$ cat src/rtl/divu_iter.sv
// Iterative unsigned divider (restoring division, one quotient bit per cycle).
// Optional DIVU_ITER_DIV0_FAST_EN: a zero divisor skips RUN and goes straight to DONE.
//
// state | meaning
// IDLE  | waiting for a request, o_ready=1
// RUN   | shifting/subtracting, one quotient bit per edge
// DONE  | result presented, o_valid=1, held until i_ready
module divu_iter #(
    parameter int WIDTH = 32
) (
    input  logic             clk,
    input  logic             rst,
    input  logic             i_valid,
    output logic             o_ready,
    input  logic [WIDTH-1:0] i_dividend,
    input  logic [WIDTH-1:0] i_divisor,
    output logic             o_valid,
    input  logic             i_ready,
    output logic [WIDTH-1:0] o_quotient,
    output logic [WIDTH-1:0] o_remainder
);

    localparam int CW = $clog2(WIDTH);

    typedef enum logic [1:0] {
        IDLE,
        RUN,
        DONE
    } state_t;

    state_t           state, state_nx;
    logic [WIDTH-1:0] q_reg, r_reg, d_reg;
    logic [CW-1:0]    cnt;
    logic [WIDTH:0]   r_shift;
    logic [WIDTH:0]   sub;
    logic             borrow;
    logic             last_iter;
    logic             div0;

    // r_shift can exceed WIDTH bits, so the trial subtraction is WIDTH+1 wide.
    // A set r_shift MSB means r_shift >= 2^WIDTH > divisor, so no borrow.
    assign r_shift   = {r_reg, q_reg[WIDTH-1]};
    assign sub       = r_shift - {1'b0, d_reg};
    assign borrow    = sub[WIDTH] & ~r_shift[WIDTH];
    assign last_iter = (cnt == CW'(WIDTH - 1));
    assign div0      = (i_divisor == '0);

    assign o_ready     = (state == IDLE);
    assign o_valid     = (state == DONE);
    assign o_quotient  = q_reg;
    assign o_remainder = r_reg;

    always_ff @(posedge clk or posedge rst) begin
        if (rst) begin
            state <= IDLE;
        end else begin
            state <= state_nx;
        end
    end

    always_comb begin
        state_nx = state;
        case (state)
            IDLE: begin
                if (i_valid) begin
`ifdef DIVU_ITER_DIV0_FAST_EN
                    state_nx = div0 ? DONE : RUN;
`else
                    state_nx = RUN;
`endif
                end
            end
            RUN: begin
                if (last_iter) begin
                    state_nx = DONE;
                end
            end
            DONE: begin
                if (i_ready) begin
                    state_nx = IDLE;
                end
            end
            default: state_nx = IDLE;
        endcase
    end

    always_ff @(posedge clk or posedge rst) begin
        if (rst) begin
            q_reg <= '0;
            r_reg <= '0;
            d_reg <= '0;
            cnt   <= '0;
        end else begin
            case (state)
                IDLE: begin
                    if (i_valid) begin
`ifdef DIVU_ITER_DIV0_FAST_EN
                        q_reg <= div0 ? '1 : i_dividend;
                        r_reg <= div0 ? i_dividend : '0;
`else
                        q_reg <= i_dividend;
                        r_reg <= '0;
`endif
                        d_reg <= i_divisor;
                        cnt   <= '0;
                    end
                end
                RUN: begin
                    q_reg <= {q_reg[WIDTH-2:0], ~borrow};
                    r_reg <= borrow ? r_shift[WIDTH-1:0] : sub[WIDTH-1:0];
                    cnt   <= cnt + CW'(1);
                end
                default: begin
                end
            endcase
        end
    end

    // div0 is only consumed when the fast zero-divisor path is built in.
    logic unused_div0;
    assign unused_div0 = div0;

endmodule
$ cat config.mk
export PLATFORM = sky130hd
export DESIGN_NAME = divu_iter
export DESIGN_NICKNAME = d
export VERILOG_FILES = /design/src/rtl/divu_iter.sv
export SDC_FILE = /design/constraint.sdc
export NUM_CORES = 1
export LEC_CHECK = 0
export ABC_AREA = 1
export BUFFER_PORTS_ARGS = -buffer_cell sky130_fd_sc_hd__buf_2
export CAP_MARGIN = 15
export CORE_UTILIZATION = 38
export DETAILED_ROUTE_END_ITERATION = 10
export SKIP_LAST_GASP = 1
export SYNTH_ARGS = -nofsm -noshare
export SYNTH_HDL_FRONTEND = slang
export SYNTH_SLANG_ARGS = --single-unit
$ cat constraint.sdc
create_clock -name clk -period 3.7 [get_ports clk]
set_input_delay 0.185 -clock clk [delete_from_list [all_inputs] [get_ports clk]]
set_output_delay 0.185 -clock clk [all_outputs]
set_load 0.005 [all_outputs]
==> impl_metrics.ini, run 1 <==
[outcome]
status = completed

[route]
ant_nets = 0
drc = 0
routedWlPerCell_um = 13.4
vias = 6847
wirelength_um = 19200
drt_iter0_markers = 383
via_per_inst = 4.77
first_pass_iters = 5

[global_route]
grt_max_degree = 101
overflow = 0
grt_pass1_vias = 6347
antenna_found_initial = 0
grt_first_pass_wirelength_um = 32100
grt.total_usage_pct = 20.5

[critical_path]
critPathKind = reg2reg
cpPeakStageDelay_ns = 0.42
cpMostUsedCell = nand2_1
worst_ep_arrival_time_ns = 3.00
endpoint_kind = flop
r2r_slack_ns = 0.95
required_ns = 3.95
path_max_fanout = 33
startpoint_type = flop
worstPathCellList = inv_1 > ha_1 > inv_1 > fa_1 > nand2_1 > nand2_1 > nand3_1 > nand2_2 > nand2_2 > nand2_2 > nand3_4 > nand2_4 > nand2_4 > nand2_1 > nand2_1 > nand2_1
slowest_stage = fa_1

[final_layout]
synthToLayoutAreaGrowth_pct = 16.1
finalNetCount = 1306
layout_common_cells = 424 x nand2_1, 197 x inv_1, 133 x buf_2
fill_cells = 1951
final_area_um2 = 8320
final_common_cell = nand2_1
diodes = 0
final_cells = 1436
drive_gt1_share_pct = 14.2

[sta]
fin_crit_sh_pct = 74.4
final_hold_viol_count = 0
worst_pin_slew_ns = 1.03
fmax_ghz = 0.363
rsz0062_at_grt = false
worst_slew_margin_rel_pct = 31.5
setup_viol = 0
maxSlewViolCount = 0
fin_skew_ns = 0.0112
finalSetupTns_ns = 0
period_needed_ns = 2.75

[cts]
ctsResizeCount = 0
root_buffer = clkbuf_16
cts-htree-levels = 3
clkTransAtPathRegs_ns = 0.08
post_cts_buffers = 0
cts_buffer_depth = 2
cts_buffers = 9
clkSinkCount = 103
clk_latency_ns = 0.36
hold_buffers = 1
cts_tree = yes

[yosys]
postSynthCellCount = 1086
synth_warnings = 0
syn_area_per_cell_um2 = 6.60
netlist_top_cells_area = dfrtp_1 36%, nand2_1 22%, inv_1 10%
synth_nets = 1189
synth-seq-cells = 103
yosys.area.top_type = dfrtp_1
synth-seq-area-share_pct = 36.0
synth_area_um2 = 7170
yosysTopAreaCellShare_pct = 36.0
synth_cell_type_count = 35

[placement]
dpl_cell_area_um2 = 8030
io_buffers = 133
place_inst = 1420
place.gp.congestion = 0.957
hpwl_um = 14400

[floorplan]
die_area_um2 = 19400
ios = 134
dieHeight_um = 139
core.rowCount = 49
initial_core_util_pct = 39.4
die_w_um = 139
coreArea_um2 = 18200

[job]
maxCapViolCount = 0

[min_path]
hp-class = in2reg
## area by class of cell
cell class | count | area (um2) | area share, %
clock buffers | 9 | 225 | 2.71
clock inverters | 6 | 57.6 | 0.692
inverters | 203 | 764 | 9.19
multi-input cells | 746 | 3690 | 44.3
flip-flops and latches | 103 | 2580 | 31.0
well taps | 229 | 287 | 3.44
repair buffers | 140 | 721 | 8.66
## Yosys cell counts
cell type	number
nor2_2	2
o22ai_1	1
inv_2	3
buf_4	3
ha_1	34
dfrtp_1	103
clkbuf_1	17
and2_1	1
nand2_1	424
a21oi_2	1
xor2_1	1
nand3b_1	20
and3_1	1
a22o_1	2
o21ai_1	1
nand2_2	4
a21oi_1	17
buf_6	1
nor2_1	48
nor3_1	21
nand3_1	62
a31oi_1	1
nand4_1	6
nand3_4	1
o21ai_0	50
fa_1	1
xnor2_1	12
buf_2	6
inv_1	199
clkinv_1	1
buf_1	7
nor2_4	1
o211ai_1	15
nand2_4	2
a221oi_1	17
## worst max-delay path: cells and delay by family (launching register included)
family / cells / cell delay (ns)
simple gates: 12 / 1.50
buf+inv: 2 / 0.17
fa+ha+maj: 2 / 0.58
flops: 1 / 0.37
## metrics by stage
step / setup slack [ns] / hold slack (ns) / utilization, %
CTS: 0.918 / 0.00770 / 45.7
global route: 0.663 / 0.0167 / 45.7
detailed placement: 0.937 / 0.372 / 44.1
global placement: 1.04 / 0.370 / 44.1
floorplan: 0.811 / 0.292 / -
finish: 0.948 / 0.0191 / 45.7
## worst paths after layout
path,from,endpoint,depth (start not counted)
min,i_ready,state[1],2
max in group asynchronous,rst,o_quotient[23],4
max reg2reg,o_quotient[31],o_remainder[27],16
min reg2reg,d_reg[0],d_reg[0],2
min in group asynchronous,rst,o_quotient[11],3
max,o_quotient[31],o_remainder[27],16
## kinds of logic after synthesis
logic type | count (synthesis) | share of synthesized area (%)
fa+ha+maj | 35 | 6.21
simple gates | 593 | 34.5
compound gates | 105 | 8.94
xor+xnor | 13 | 1.59
buf+inv | 237 | 12.8
flops | 103 | 36.0
## routing by layer
metal,up-vias,global-route usage [%],wire (um)
met2,151,32.1,8470
li1,3601,-,-
met1,3082,29.2,9550
met3,13,3.96,971
met4,0,4.50,242
met5,-,0,0
Power of run 1 is left out: the tool's default activity adds up to more than one toggle a clock period on the data nets, which glitch-free logic cannot reach.
==> run 2, diff against run 1 <==
Clock period 3.7 ns to 2.7 ns, I/O delays scaled along.
==> run 2 against run 1 <==
  * Design area is 4.8% higher
  * Via count grew 2.1%
  * Maximum frequency grew 12%
  * Clock skew fell by 0.0049 ns
  * Worst setup slack got worse by 0.70 ns
  * Register-to-register slack worse by 0.70 ns
  * Non-clock buffer count increased by 34
  * Critical path depth unchanged
  * Die area unchanged
  * Core utilization up 2.2 points
  * Final cell count up 2.4%
  * Clock-buffer cell count up 2
==> impl_metrics.ini, run 2 (synthesis gave the netlist of run 1 again) <==
[final_layout]
multi_input_area_um2 = 3700
final_area_um2 = 8720
drive_gt1_share_pct = 14.1
synthToLayoutAreaGrowth_pct = 21.6
register_area_um2 = 2580
diodes = 0
fill_cells = 1891
layout_common_cells = 424 x nand2_1, 197 x inv_1, 133 x buf_2
final_cells = 1471
final_common_cell = nand2_1
finalNetCount = 1340
fin_util_pct = 47.9

[critical_path]
startpoint = o_quotient[31]
worstPathCellList = inv_1 > ha_1 > inv_1 > fa_1 > nand2_1 > nand2_1 > nand3_1 > nand2_2 > nand2_2 > nand2_2 > nand3_4 > nand2_4 > buf_4 > nand3_1 > nand2_1 > nand2_1
critPathKind = reg2reg
startpoint_type = flop
endpoint_kind = flop
cpPeakStageDelay_ns = 0.42
slowest_stage = fa_1
path_max_fanout = 23
required_ns = 3.00
timing.rr.start = o_quotient[31]
worst_ep_arrival_time_ns = 2.75
cpMostUsedCell = nand2_1

[floorplan]
dieHeight_um = 139
core.rowCount = 49
die_w_um = 139
initial_core_util_pct = 39.4
ios = 134
die_area_um2 = 19400
coreArea_um2 = 18200

[route]
drt_iter0_markers = 418
wirelength_um = 19600
vias = 6991
ant_nets = 0
routedWlPerCell_um = 13.3
drc = 0
first_pass_iters = 5
via_per_inst = 4.75

[sta]
fin_skew_ns = 0.00639
finalSetupTns_ns = 0
worst_slew_margin_rel_pct = 48.1
rsz0062_at_grt = false
fin_crit_sh_pct = 90.8
worst_pin_slew_ns = 0.777
final_hold_viol_count = 0
setup_viol = 0
period_needed_ns = 2.45
maxSlewViolCount = 0
fmax_ghz = 0.408

[cts]
cts_tree = yes
clkTransAtPathRegs_ns = 0.07
root_buffer = clkbuf_16
clk_latency_ns = 0.36
cts-htree-levels = 3
cts_buffers = 9
cts_buffer_depth = 2
clkSinkCount = 103

[placement]
place_inst = 1423
place.gp.congestion = 0.921
hpwl_um = 14400
dpl_cell_area_um2 = 8080
io_buffers = 133

[min_path]
hp-class = in2reg
worstHoldStart = i_divisor[1]

[global_route]
grt_pass1_vias = 6605
grt_max_degree = 104
grt_first_pass_wirelength_um = 33100
grt.total_usage_pct = 21.1
overflow = 0
antenna_found_initial = 0

[job]
maxCapViolCount = 0

[outcome]
status = completed
-- run 2: cell count changes in the layout (fill, tap and decap cells not counted), moves of 2 or more --
cell | before | now
buf_12 | 0 | 2
clkbuf_8 | 0 | 2
clkinv_4 | 2 | 0
dlygate4sd3_1 | 1 | 32
-- run 2: critical path, delay by kind of cell, from the launching register on --
family        cells  cell delay (ns)
simple gates     11             0.99
fa+ha+maj         2             0.57
buf+inv           3             0.43
flops             1             0.38
-- run 2: final timing paths --
| kind | slack [ns] | depth (start not counted) | to |
|---|---|---|---|
| setup / recovery | 0.25 | 16 | o_remainder[21] |
| hold / removal | 0.02 | 3 | d_reg[1] |
| setup reg to reg | 0.25 | 16 | o_remainder[21] |
| hold reg to reg | 0.51 | 1 | cnt[4] |
| max in group asynchronous | 1.78 | 4 | o_remainder[17] |
| min in group asynchronous | 0.43 | 4 | o_quotient[13] |
-- run 2: layout make-up --
cell class              count  share of cell area, %
clock buffers              11                   2.90
clock inverters             5                  0.717
inverters                 203                   8.78
multi-input cells         746                   42.4
flip-flops and latches    103                   29.6
well taps                 229                   3.29
repair buffers            174                   12.4
-- run 2: through the flow --
| step | hold slack (ns) | setup slack, ns |
|---|---|---|
| after floorplan | 0.242 | 0.550 |
| after global placement | 0.331 | 0.339 |
| after detailed placement | 0.333 | 0.226 |
| after CTS | 0.0105 | 0.197 |
| after global routing | 0.0296 | 0.00210 |
| final | 0.0177 | 0.249 |
-- run 2: metal layers --
layer  part of all wire (%)  up-vias  global-route usage, %
met1                     49     3125                   29.8
li1                       -     3661                      -
met3                    5.4       18                   2.41
met5                      0        -                      0
met2                     44      187                   34.1
met4                    1.5        0                   6.14
-- run 2: what timing repair did --
action	4_1_cts	5_1_grt
buffers inserted	0	0
endpoints found under the setup margin	0	16
hold endpoints to repair	126	0
gates resized for setup	0	1
hold buffers	32	0
Power of run 2 is left out for the same reason.
==> run 3, diff against run 2 <==
Clock period 2.7 ns to 3.1 ns, I/O delays scaled along.
==> run 3 against run 2 <==
  * First-iteration DRC count down 4.5%
  * Maximum frequency down 8.5%
  * Worst hold slack worse by 0.016 ns
  * Wire length down 1.2%
  * Core utilization down 1.1 points
  * Final cell count down 1.4%
  * Non-clock buffer count down 19
  * Sequential share of layout area up 0.72 points
==> impl_metrics.ini, run 3 (synthesis gave the netlist of run 1 again) <==
[outcome]
status = completed

[final_layout]
drive_gt1_share_pct = 14.2
final_common_cell = nand2_1
diodes = 0
fill_cells = 1959
register_area_um2 = 2580
fin_util_pct = 46.8
synthToLayoutAreaGrowth_pct = 18.8
layout_common_cells = 424 x nand2_1, 197 x inv_1, 133 x buf_2
finalNetCount = 1321
multi_input_area_um2 = 3690

[placement]
place.gp.congestion = 0.928
hpwl_um = 14600
pre_cts_ws_ns = 0.430
io_buffers = 133

[floorplan]
dieHeight_um = 139
ios = 134
coreArea_um2 = 18200
die_w_um = 139
die_area_um2 = 19400
initial_core_util_pct = 39.4
core.rowCount = 49

[min_path]
worstHoldStart = i_divisor[12]
hp-class = in2reg

[critical_path]
cpPeakStageDelay_ns = 0.43
required_ns = 3.35
r2r_end = o_remainder[30]
cp_num_buf_inv = 2
timing.rr.start = o_quotient[31]
critPathKind = reg2reg
worst_ep_arrival_time_ns = 2.93
slowest_stage = fa_1
cpMostUsedCell = nand2_1
cpLargestDelayFamily = simple AND/OR/NAND/NOR gates
worst-path-stages = 16
startpoint_type = flop
endpoint = o_remainder[30]
path_max_fanout = 21
endpoint_kind = flop
worstPathCellList = inv_1 > ha_1 > inv_1 > fa_1 > nand2_1 > nand2_1 > nand3_1 > nand2_2 > nand2_2 > nand2_2 > nand3_4 > nand2_4 > nand2_4 > nand2_1 > nand2_1 > nand2_1
startpoint = o_quotient[31]
ff2ff_path_depth = 16
r2r_slack_ns = 0.42

[route]
vias = 6957
via_per_inst = 4.79
drt_iter0_markers = 399
first_pass_iters = 6
drc = 0
ant_nets = 0
wirelength_um = 19400
routedWlPerCell_um = 13.4

[sta]
finalSetupTns_ns = 0
fin_skew_ns = 0.00803
rsz0062_at_grt = false
setup_viol = 0
whs_ns = 0.00173
worst_slew_margin_rel_pct = 47.0
fmax_ghz = 0.373
setup_ws_ns = 0.420
maxSlewViolCount = 0
fin_crit_sh_pct = 86.5
final_hold_viol_count = 0
worst_pin_slew_ns = 0.794
period_needed_ns = 2.68

[cts]
clkTransAtPathRegs_ns = 0.07
cts_buffer_depth = 2
root_buffer = clkbuf_16
ctsResizeCount = 0
cts-htree-levels = 3
cts_buffers = 9
clkSinkCount = 103
clk_latency_ns = 0.36
cts_tree = yes

[global_route]
antenna_found_initial = 0
grt_first_pass_wirelength_um = 32300
grt_pass1_vias = 6564
grt.total_usage_pct = 20.6
overflow = 0
grt_max_degree = 65

[job]
maxCapViolCount = 0
[run 3: changes by cell type in the layout (fill, tap and decap cells not counted), sizes merged]
cell	before	now
clkinv	2	3
clkbuf	11	9
dlygate4sd3	32	14
inv	203	204
bufinv	1	2
buf	142	141
clkinvlp	2	0
[run 3: worst min-delay path by stage]
stage,endpoint,slack (ns),cells after the start
after floorplan,state[1],0.26,1
after global placement,o_quotient[12],0.31,2
after detailed placement,o_quotient[12],0.31,2
after CTS,d_reg[12],0.0005,3
after global routing,d_reg[26],0.01,3
final,d_reg[12],0.002,3
[run 3: metrics by stage]
stage	instances	instance area, um2
2_1_floorplan	1086	7170
3_3_place_gp	1422	8060
3_5_place_dp	1422	8060
4_1_cts	1451	8510
5_1_grt	1451	8510
6_report	1451	8510
[run 3: tightest hold or removal path: cells and delay by family]
family | cells | cell delay [ns]
and+or+nand+nor | 1 | 0.04
AOI/OAI and AO/OA | 1 | 0.06
buffers and inverters | 1 | 0.08
[run 3: timing repair]
item,4_1_cts,5_1_grt
buffers inserted,0,0
hold buffers,14,0
endpoints found under the hold margin,65,0
[run 3: layout make-up]
class | instances | share of cell area, %
clock inverter | 6 | 1.10
sequential | 103 | 30.3
tap | 229 | 3.37
clock buffer | 9 | 2.65
inverter | 203 | 8.98
timing repair buffer | 155 | 10.3
multi-input combinational | 746 | 43.3
[run 3: metal layers]
layer | track usage, % | share of wire (%)
met1 | 28.8 | 50
met2 | 33.2 | 45
met3 | 2.34 | 4.3
met4 | 6.32 | 1.5
met5 | 0 | 0
Power of run 3 is left out for the same reason.
